## config.mk

```make
export PLATFORM = sky130hd
export DESIGN_NAME = dmem_arbiter
export DESIGN_NICKNAME = d
export VERILOG_FILES = /design/src/rtl/dmem_arbiter.sv
export SDC_FILE = /design/constraint.sdc
export NUM_CORES = 1
export LEC_CHECK = 0
export CORE_MARGIN = 5
export CORE_UTILIZATION = 30
export CTS_BUF_LIST = sky130_fd_sc_hd__clkbuf_16
export CTS_CLUSTER_SIZE = 24
export DETAILED_ROUTE_END_ITERATION = 7
export PLACE_DENSITY = 0.95
export SLEW_MARGIN = 20
export SYNTH_ARGS = -nofsm -noshare
export SYNTH_HDL_FRONTEND = slang
export SYNTH_SLANG_ARGS = --single-unit
```

## constraint.sdc

```tcl
create_clock -name clk -period 4.25 [get_ports clk]
set_clock_uncertainty 0.1 [all_clocks]
set_input_delay 0.85 -clock clk [delete_from_list [all_inputs] [get_ports clk]]
set_output_delay 0.85 -clock clk [all_outputs]
set_load 0.01 [all_outputs]
```

## src/rtl/dmem_arbiter.sv

```systemverilog
// Two-port round-robin arbiter/sequencer in front of a single-port data memory, with bounded RMW lock and range trap.
// Grant and memory drive are combinational; read/err responses return one cycle after the grant.
module dmem_arbiter #(
    parameter int DEPTH    = 512,
    parameter int ADDR_W   = 19,
    parameter int DATA_W   = 19,
    parameter int MAX_LOCK = 8
) (
    input  logic              clk,
    input  logic              rst,
    input  logic              p0_req,
    input  logic              p0_we,
    input  logic [ADDR_W-1:0] p0_addr,
    input  logic [DATA_W-1:0] p0_wdata,
    input  logic              p0_lock,
    output logic              p0_gnt,
    output logic              p0_rvalid,
    output logic [DATA_W-1:0] p0_rdata,
    output logic              p0_err,
    input  logic              p1_req,
    input  logic              p1_we,
    input  logic [ADDR_W-1:0] p1_addr,
    input  logic [DATA_W-1:0] p1_wdata,
    input  logic              p1_lock,
    output logic              p1_gnt,
    output logic              p1_rvalid,
    output logic [DATA_W-1:0] p1_rdata,
    output logic              p1_err,
    output logic [ADDR_W-1:0] mem_addr,
    output logic [DATA_W-1:0] mem_write_data,
    output logic              mem_write,
    output logic              mem_read,
    input  logic [DATA_W-1:0] mem_read_data
);
    localparam int CNT_W = $clog2(MAX_LOCK + 1);
    localparam logic [ADDR_W:0]  DEPTH_X   = (ADDR_W + 1)'(DEPTH);
    localparam logic [CNT_W-1:0] MAX_LOCK_C = CNT_W'(MAX_LOCK);

    typedef enum logic {UNLOCKED = 1'b0, LOCKED = 1'b1} lock_state_t;

    lock_state_t      lock_state_q, lock_state_d;
    logic             rr_ptr_q, rr_ptr_d;
    logic             lock_owner_q, lock_owner_d;
    logic [CNT_W-1:0] lock_cnt_q, lock_cnt_d;
    logic             resp_valid_q, resp_valid_d;
    logic             resp_port_q, resp_port_d;
    logic             resp_err_q, resp_err_d;

    logic              gnt0, gnt1, gnt_any, gnt_port;
    logic              g_we, g_lock, in_range;
    logic [ADDR_W-1:0] g_addr;
    logic [DATA_W-1:0] g_wdata;
    logic [CNT_W-1:0]  new_cnt;

    // Reset gates the grant so every output is quiet while rst is high.
    always_comb begin
        gnt0 = 1'b0;
        gnt1 = 1'b0;
        if (!rst) begin
            if (lock_state_q == LOCKED) begin
                gnt0 = !lock_owner_q && p0_req;
                gnt1 =  lock_owner_q && p1_req;
            end else if (p0_req && p1_req) begin
                gnt0 = !rr_ptr_q;
                gnt1 =  rr_ptr_q;
            end else begin
                gnt0 = p0_req;
                gnt1 = p1_req;
            end
        end
    end

    assign gnt_any  = gnt0 | gnt1;
    assign gnt_port = gnt1;
    assign g_we     = gnt_port ? p1_we    : p0_we;
    assign g_lock   = gnt_port ? p1_lock  : p0_lock;
    assign g_addr   = gnt_port ? p1_addr  : p0_addr;
    assign g_wdata  = gnt_port ? p1_wdata : p0_wdata;
    assign in_range = {1'b0, g_addr} < DEPTH_X;

    always_comb begin
        mem_write      = gnt_any && in_range && g_we;
        mem_read       = gnt_any && in_range && !g_we;
        mem_addr       = (gnt_any && in_range) ? g_addr : '0;
        mem_write_data = (gnt_any && in_range && g_we) ? g_wdata : '0;
    end

    // new_cnt counts the locked grant being issued now, including the one that opens the lock.
    always_comb begin
        lock_state_d = lock_state_q;
        rr_ptr_d     = rr_ptr_q;
        lock_owner_d = lock_owner_q;
        lock_cnt_d   = lock_cnt_q;
        new_cnt      = (lock_state_q == LOCKED) ? lock_cnt_q + CNT_W'(1) : CNT_W'(1);
        resp_valid_d = gnt_any && !g_we;
        resp_err_d   = gnt_any && !in_range;
        resp_port_d  = gnt_port;
        if (gnt_any) begin
            rr_ptr_d = !gnt_port;
            if (g_lock && (new_cnt < MAX_LOCK_C)) begin
                lock_state_d = LOCKED;
                lock_owner_d = gnt_port;
                lock_cnt_d   = new_cnt;
            end else begin
                lock_state_d = UNLOCKED;
                lock_owner_d = 1'b0;
                lock_cnt_d   = '0;
            end
        end else if (lock_state_q == LOCKED) begin
            // Owner dropped its request: release and hand priority to the other port.
            lock_state_d = UNLOCKED;
            rr_ptr_d     = !lock_owner_q;
            lock_owner_d = 1'b0;
            lock_cnt_d   = '0;
        end
    end

    always_ff @(posedge clk or posedge rst) begin
        if (rst) begin
            lock_state_q <= UNLOCKED;
            rr_ptr_q     <= 1'b0;
            lock_owner_q <= 1'b0;
            lock_cnt_q   <= '0;
            resp_valid_q <= 1'b0;
            resp_port_q  <= 1'b0;
            resp_err_q   <= 1'b0;
        end else begin
            lock_state_q <= lock_state_d;
            rr_ptr_q     <= rr_ptr_d;
            lock_owner_q <= lock_owner_d;
            lock_cnt_q   <= lock_cnt_d;
            resp_valid_q <= resp_valid_d;
            resp_port_q  <= resp_port_d;
            resp_err_q   <= resp_err_d;
        end
    end

    assign p0_gnt    = gnt0;
    assign p1_gnt    = gnt1;
    assign p0_rvalid = resp_valid_q && !resp_port_q;
    assign p1_rvalid = resp_valid_q &&  resp_port_q;
    assign p0_err    = resp_err_q && !resp_port_q;
    assign p1_err    = resp_err_q &&  resp_port_q;
    assign p0_rdata  = (p0_rvalid && !resp_err_q) ? mem_read_data : '0;
    assign p1_rdata  = (p1_rvalid && !resp_err_q) ? mem_read_data : '0;
endmodule

```

; ---- Word level (Yosys, flattened, before mapping)
; Index checks and enable logic that the tools add are counted.
[classes]
magnitude_cmp = 2
bitwise = 1
addsub = 1
n_mux = 25
n_reduce_logical = 23
[op_table]
columns = op, n
row1 = $mux 19, 6
row2 = $lt 19x10->1 const B, 1
row3 = $mux 4, 4
row4 = $logic_and 1x1->1, 15
row5 = $mux 1, 15
row6 = $logic_not 1->1, 7
row7 = $add 4x1->4 const B, 1
row8 = $lt 4x4->1 const B, 1
row9 = $reduce_bool 2->1, 1
row10 = $or 1x1->1, 1
[word_totals]
ff_bits = 10
elab_cells = 59
output_inout_bits = 84

; ---- Longest topological paths before layout
[depth]
depth_word = 9
mapped_depth = 7

; ---- Least setup slack after synthesis
; Ideal clock, no wire load.
[synth_path]
kind = input -> output
start = input rst
end = output mem_read
path_buffers = 1
path_slack_ns = 1.029
path_stages = 5
t_arrival_ns = 2.271
required_time_ns = 3.300
path_cell_list = nand2b_1 a211oi_4 mux2i_1 buf_4 nor3b_1
[synth_via]
elab_chain_len = 5
elab_cells_between_ends = 9
[synth_rtl]
columns = item, line
row1 = start: declaration, 10  ; input logic rst,
row2 = $mux 1, 59  ; if (!rst) begin
row3 = $mux 19, 77  ; assign g_addr = gnt_port ? p1_addr : p0_addr;
row4 = $lt 19x10->1, 79  ; assign in_range = {1'b0, g_addr} < DEPTH_X;
row5 = $logic_and 1x1->1, 83  ; mem_read = gnt_any && in_range && !g_we;
row6 = $logic_and 1x1->1 *, 83
row7 = end: declaration, 32  ; output logic mem_read,
; Every way passes the cells marked *; elsewhere a longest branch is shown, timed or not.

; ---- Worst setup path in the final report
[layout_path]
start = input p1_addr[14]
end = output mem_write_data[14]
[layout_via]
elab_chain_len = 5
[layout_rtl]
columns = item, line
row1 = start: declaration, 22  ; input logic [ADDR_W-1:0] p1_addr,
row2 = $mux 19, 77
row3 = $lt 19x10->1, 79
row4 = $logic_and 1x1->1 (2 in a row), 85  ; mem_write_data = (gnt_any && in_range && g_we) ? g_wdata : '0;
row5 = $mux 19, 85
row6 = end: declaration, 30  ; output logic [DATA_W-1:0] mem_write_data,
; Every way passes these cells.

==> reports/results.ini <==
[status]
status=finished clean

[timing]
worstMarginPinSlew_ps=596
rsz0062_at_grt=false
fmax_mhz=241
setup_viol_count_final=0
relSlewSlack_pct=60.2
final_max_slew_viol_count=0
period_minus_slack_ps=4150
fin_crit_sh_pct=97.7
timing.hold.ws_ps=446
hold_viol=0

[grt]
grt_pass1_wl_um=10300
grt.total_usage_pct=19.3
grt_pass1_vias=2174
antenna_found_initial=0
grt_start_max_net_pins=32
grt-ovfl-total=0

[pwr]
p_per_area_nw_per_um2=150
cellLeakagePower_nw=1.69
p_total_w=0.000542
peakVddDrop_mv=0.322

[cts]
cts_tree=built
cts.clk_slew.worst_paths_ps=40
clockRootBuffer=clkbuf_16
clk-insertion-delay-late_ps=240
htree_levels=1
clk_path_buf_depth=2
cts.sink_count=10
holdBufCountCts=0
cts_setup_buffers=0
cts_buffers=3

[synthesis]
async_flop_share_pct=100
yosysTopAreaCell=mux2i_1
netlist_top_cells_count=and2_1 (40), mux2i_1 (30), nor4_2 (18)
synth_edf_count=0
syn_area_um2=1590
synth_warnings=0
yosysMostFrequentCell=and2_1
synthFlopType=dfrtp_1
netlist-cell-type-count=37
ys_seq_area_share_pct=15.8
ys_ff_latch=10
syn-instance-count=185
avgSynthCellArea_um2=8.58
yosys-top-cells-area=mux2i_1 (19%), and2_1 (16%), dfrtp_1 (16%), nor4_2 (14%), buf_4 (5.7%)
synth_top_area_share_pct=18.9

[place]
numPortBuffers=176
routabilityCongestion=0.808
hpwl_um=5950
dpl_cell_area_um2=3470

[layout]
multi_input_area_um2=1240
fin_area_um2=3610
seq_area_um2=250
area_growth_pct=127
final_util_pct=70.6
final_nets=465
drive_gt1_share_pct=11.4
n_antenna_cell=0
fill_cells=387

[floorplan]
die_w_um=82.7
design.core.area_um2=5110
die_h_um=82.7
dieArea_um2=6840
io_pins=187
fp-row-count=26
start_util_pct=31.1

[drt]
dr.first_iter.drc_count=26
routedWlPerCell_um=16.3
vias=2062
firstDrtPassIters=4
via_per_inst=4.80
drc=0
postRouteAntennaNets=0
wl_um=6990

[setup_path]
cp.required_ps=3300
critPathKind=in -> out
cpPeakStageDelay_ps=580
cp_top_family=buffers and inverters
startpoint_type=primary input
path_cells=clkdlybuf4s50_1 -> or4_1 -> nor4_2 -> buf_4 -> mux2i_4 -> buf_12 -> nor4_2 -> clkdlybuf4s50_1
cp_slowest_cell=clkdlybuf4s50_1
cp-end-kind=output port
crit_buf_inv=4
r2r_slack_ps=2210
crit_fanout=31
worstPathArrival_ps=3200

[worst_hold_path]
hold_path.class=reg -> reg

[job]
maxCapViolCount=0

worst register-to-register path, stage by stage, from the launching register on:
cell	delay [ps]
dfrtp_1	460
nor2b_2	230
a211oi_4	470
mux2i_4	340
buf_12	230
nor2b_1	150
layout make-up:
| type | instances | share of cell area (%) |
|---|---|---|
| Tap cell | 70 | 2.43 |
| Clock buffer | 3 | 2.08 |
| Sequential cell | 10 | 6.94 |
| Clock inverter | 1 | 0.104 |
| Timing Repair Buffer | 187 | 53.7 |
| Inverter | 4 | 0.416 |
| Multi-Input combinational cell | 155 | 34.4 |
metrics by stage:
| step | instances | setup slack, ps | TNS, ps |
|---|---|---|---|
| 2_1_floorplan | 194 | 1030 | 0 |
| 3_3_place_gp | 426 | -21.7 | -21.7 |
| 3_5_place_dp | 426 | -73.4 | -174 |
| 4_1_cts | 430 | 1.16 | 0 |
| 5_1_grt | 430 | 0.756 | 0 |
| 6_report | 430 | 96.9 | 0 |
report_power, final:
part           switching (W)  internal [W]  total (W)
registers          0.0000107      0.000105   0.000116
logic               0.000100      0.000155   0.000256
clock network      0.0000466      0.000124   0.000170
state kept, by name (all words and copies together) (netlist names):
| signal | cells |
|---|---|
| lock_cnt_q | 4 |
| lock_owner_q | 1 |
| lock_state_q | 1 |
| resp_err_q | 1 |
| resp_port_q | 1 |
| resp_valid_q | 1 |
| rr_ptr_q | 1 |
layer usage:
layer	track usage [%]	share of wire [%]	routed length, um
met4	7.68	3.6	250
met2	36.3	53	3710
met5	0	0	0
met1	18.7	31	2160
met3	7.59	12	864
cells by family after synthesis:
| family | Yosys count | synth area share (%) |
|---|---|---|
| AND/OR/NAND/NOR | 101 | 45.8 |
| multiplexers | 31 | 19.6 |
| buffers and inverters | 29 | 10.7 |
| AO/OA/AOI/OAI | 11 | 6.47 |
| flip-flops | 10 | 15.8 |
| adder cells (fa/ha/maj) | 1 | 0.789 |
| other | 1 | 0.236 |
| XOR/XNOR | 1 | 0.552 |
cells in the final DEF (no fill, tap or decap), types with 2 or more instances in the layout:
master / instances
clkdlybuf4s50_1: 149
and2_1: 40
mux2i_1: 28
nor4_2: 20
dlymetal6s2s_1: 20
nor3_1: 10
conb_1: 10
dfrtp_1: 10
dlygate4sd2_1: 7
buf_4: 7
nor2b_1: 5
nand2_1: 5
inv_1: 4
or4_1: 4
buf_12: 4
nor2_1: 3
nand3_1: 3
clkbuf_16: 3
o22ai_1: 2
and3_1: 2
nor3b_1: 2
a21oi_1: 2
final timing paths:
| check | endpoint | depth (start not counted) | from |
|---|---|---|---|
| worst max register to register | resp_err_q | 5 | lock_state_q |
| max in group asynchronous | resp_err_q | 3 | rst |
| worst min-delay path | lock_cnt_q[0] | 1 | lock_cnt_q[0] |
| min in group asynchronous | lock_cnt_q[2] | 3 | rst |
| worst min register to register | lock_cnt_q[0] | 1 | lock_cnt_q[0] |
| worst max-delay path | mem_write_data[14] | 8 | p1_addr[14] |
repair_timing:
item | 4_1_cts | 5_1_grt
pin swaps | 0 | 1
setup endpoints to repair | 7 | 23
gates resized for setup | 7 | 22
Power figures use the tool's default switching activity.
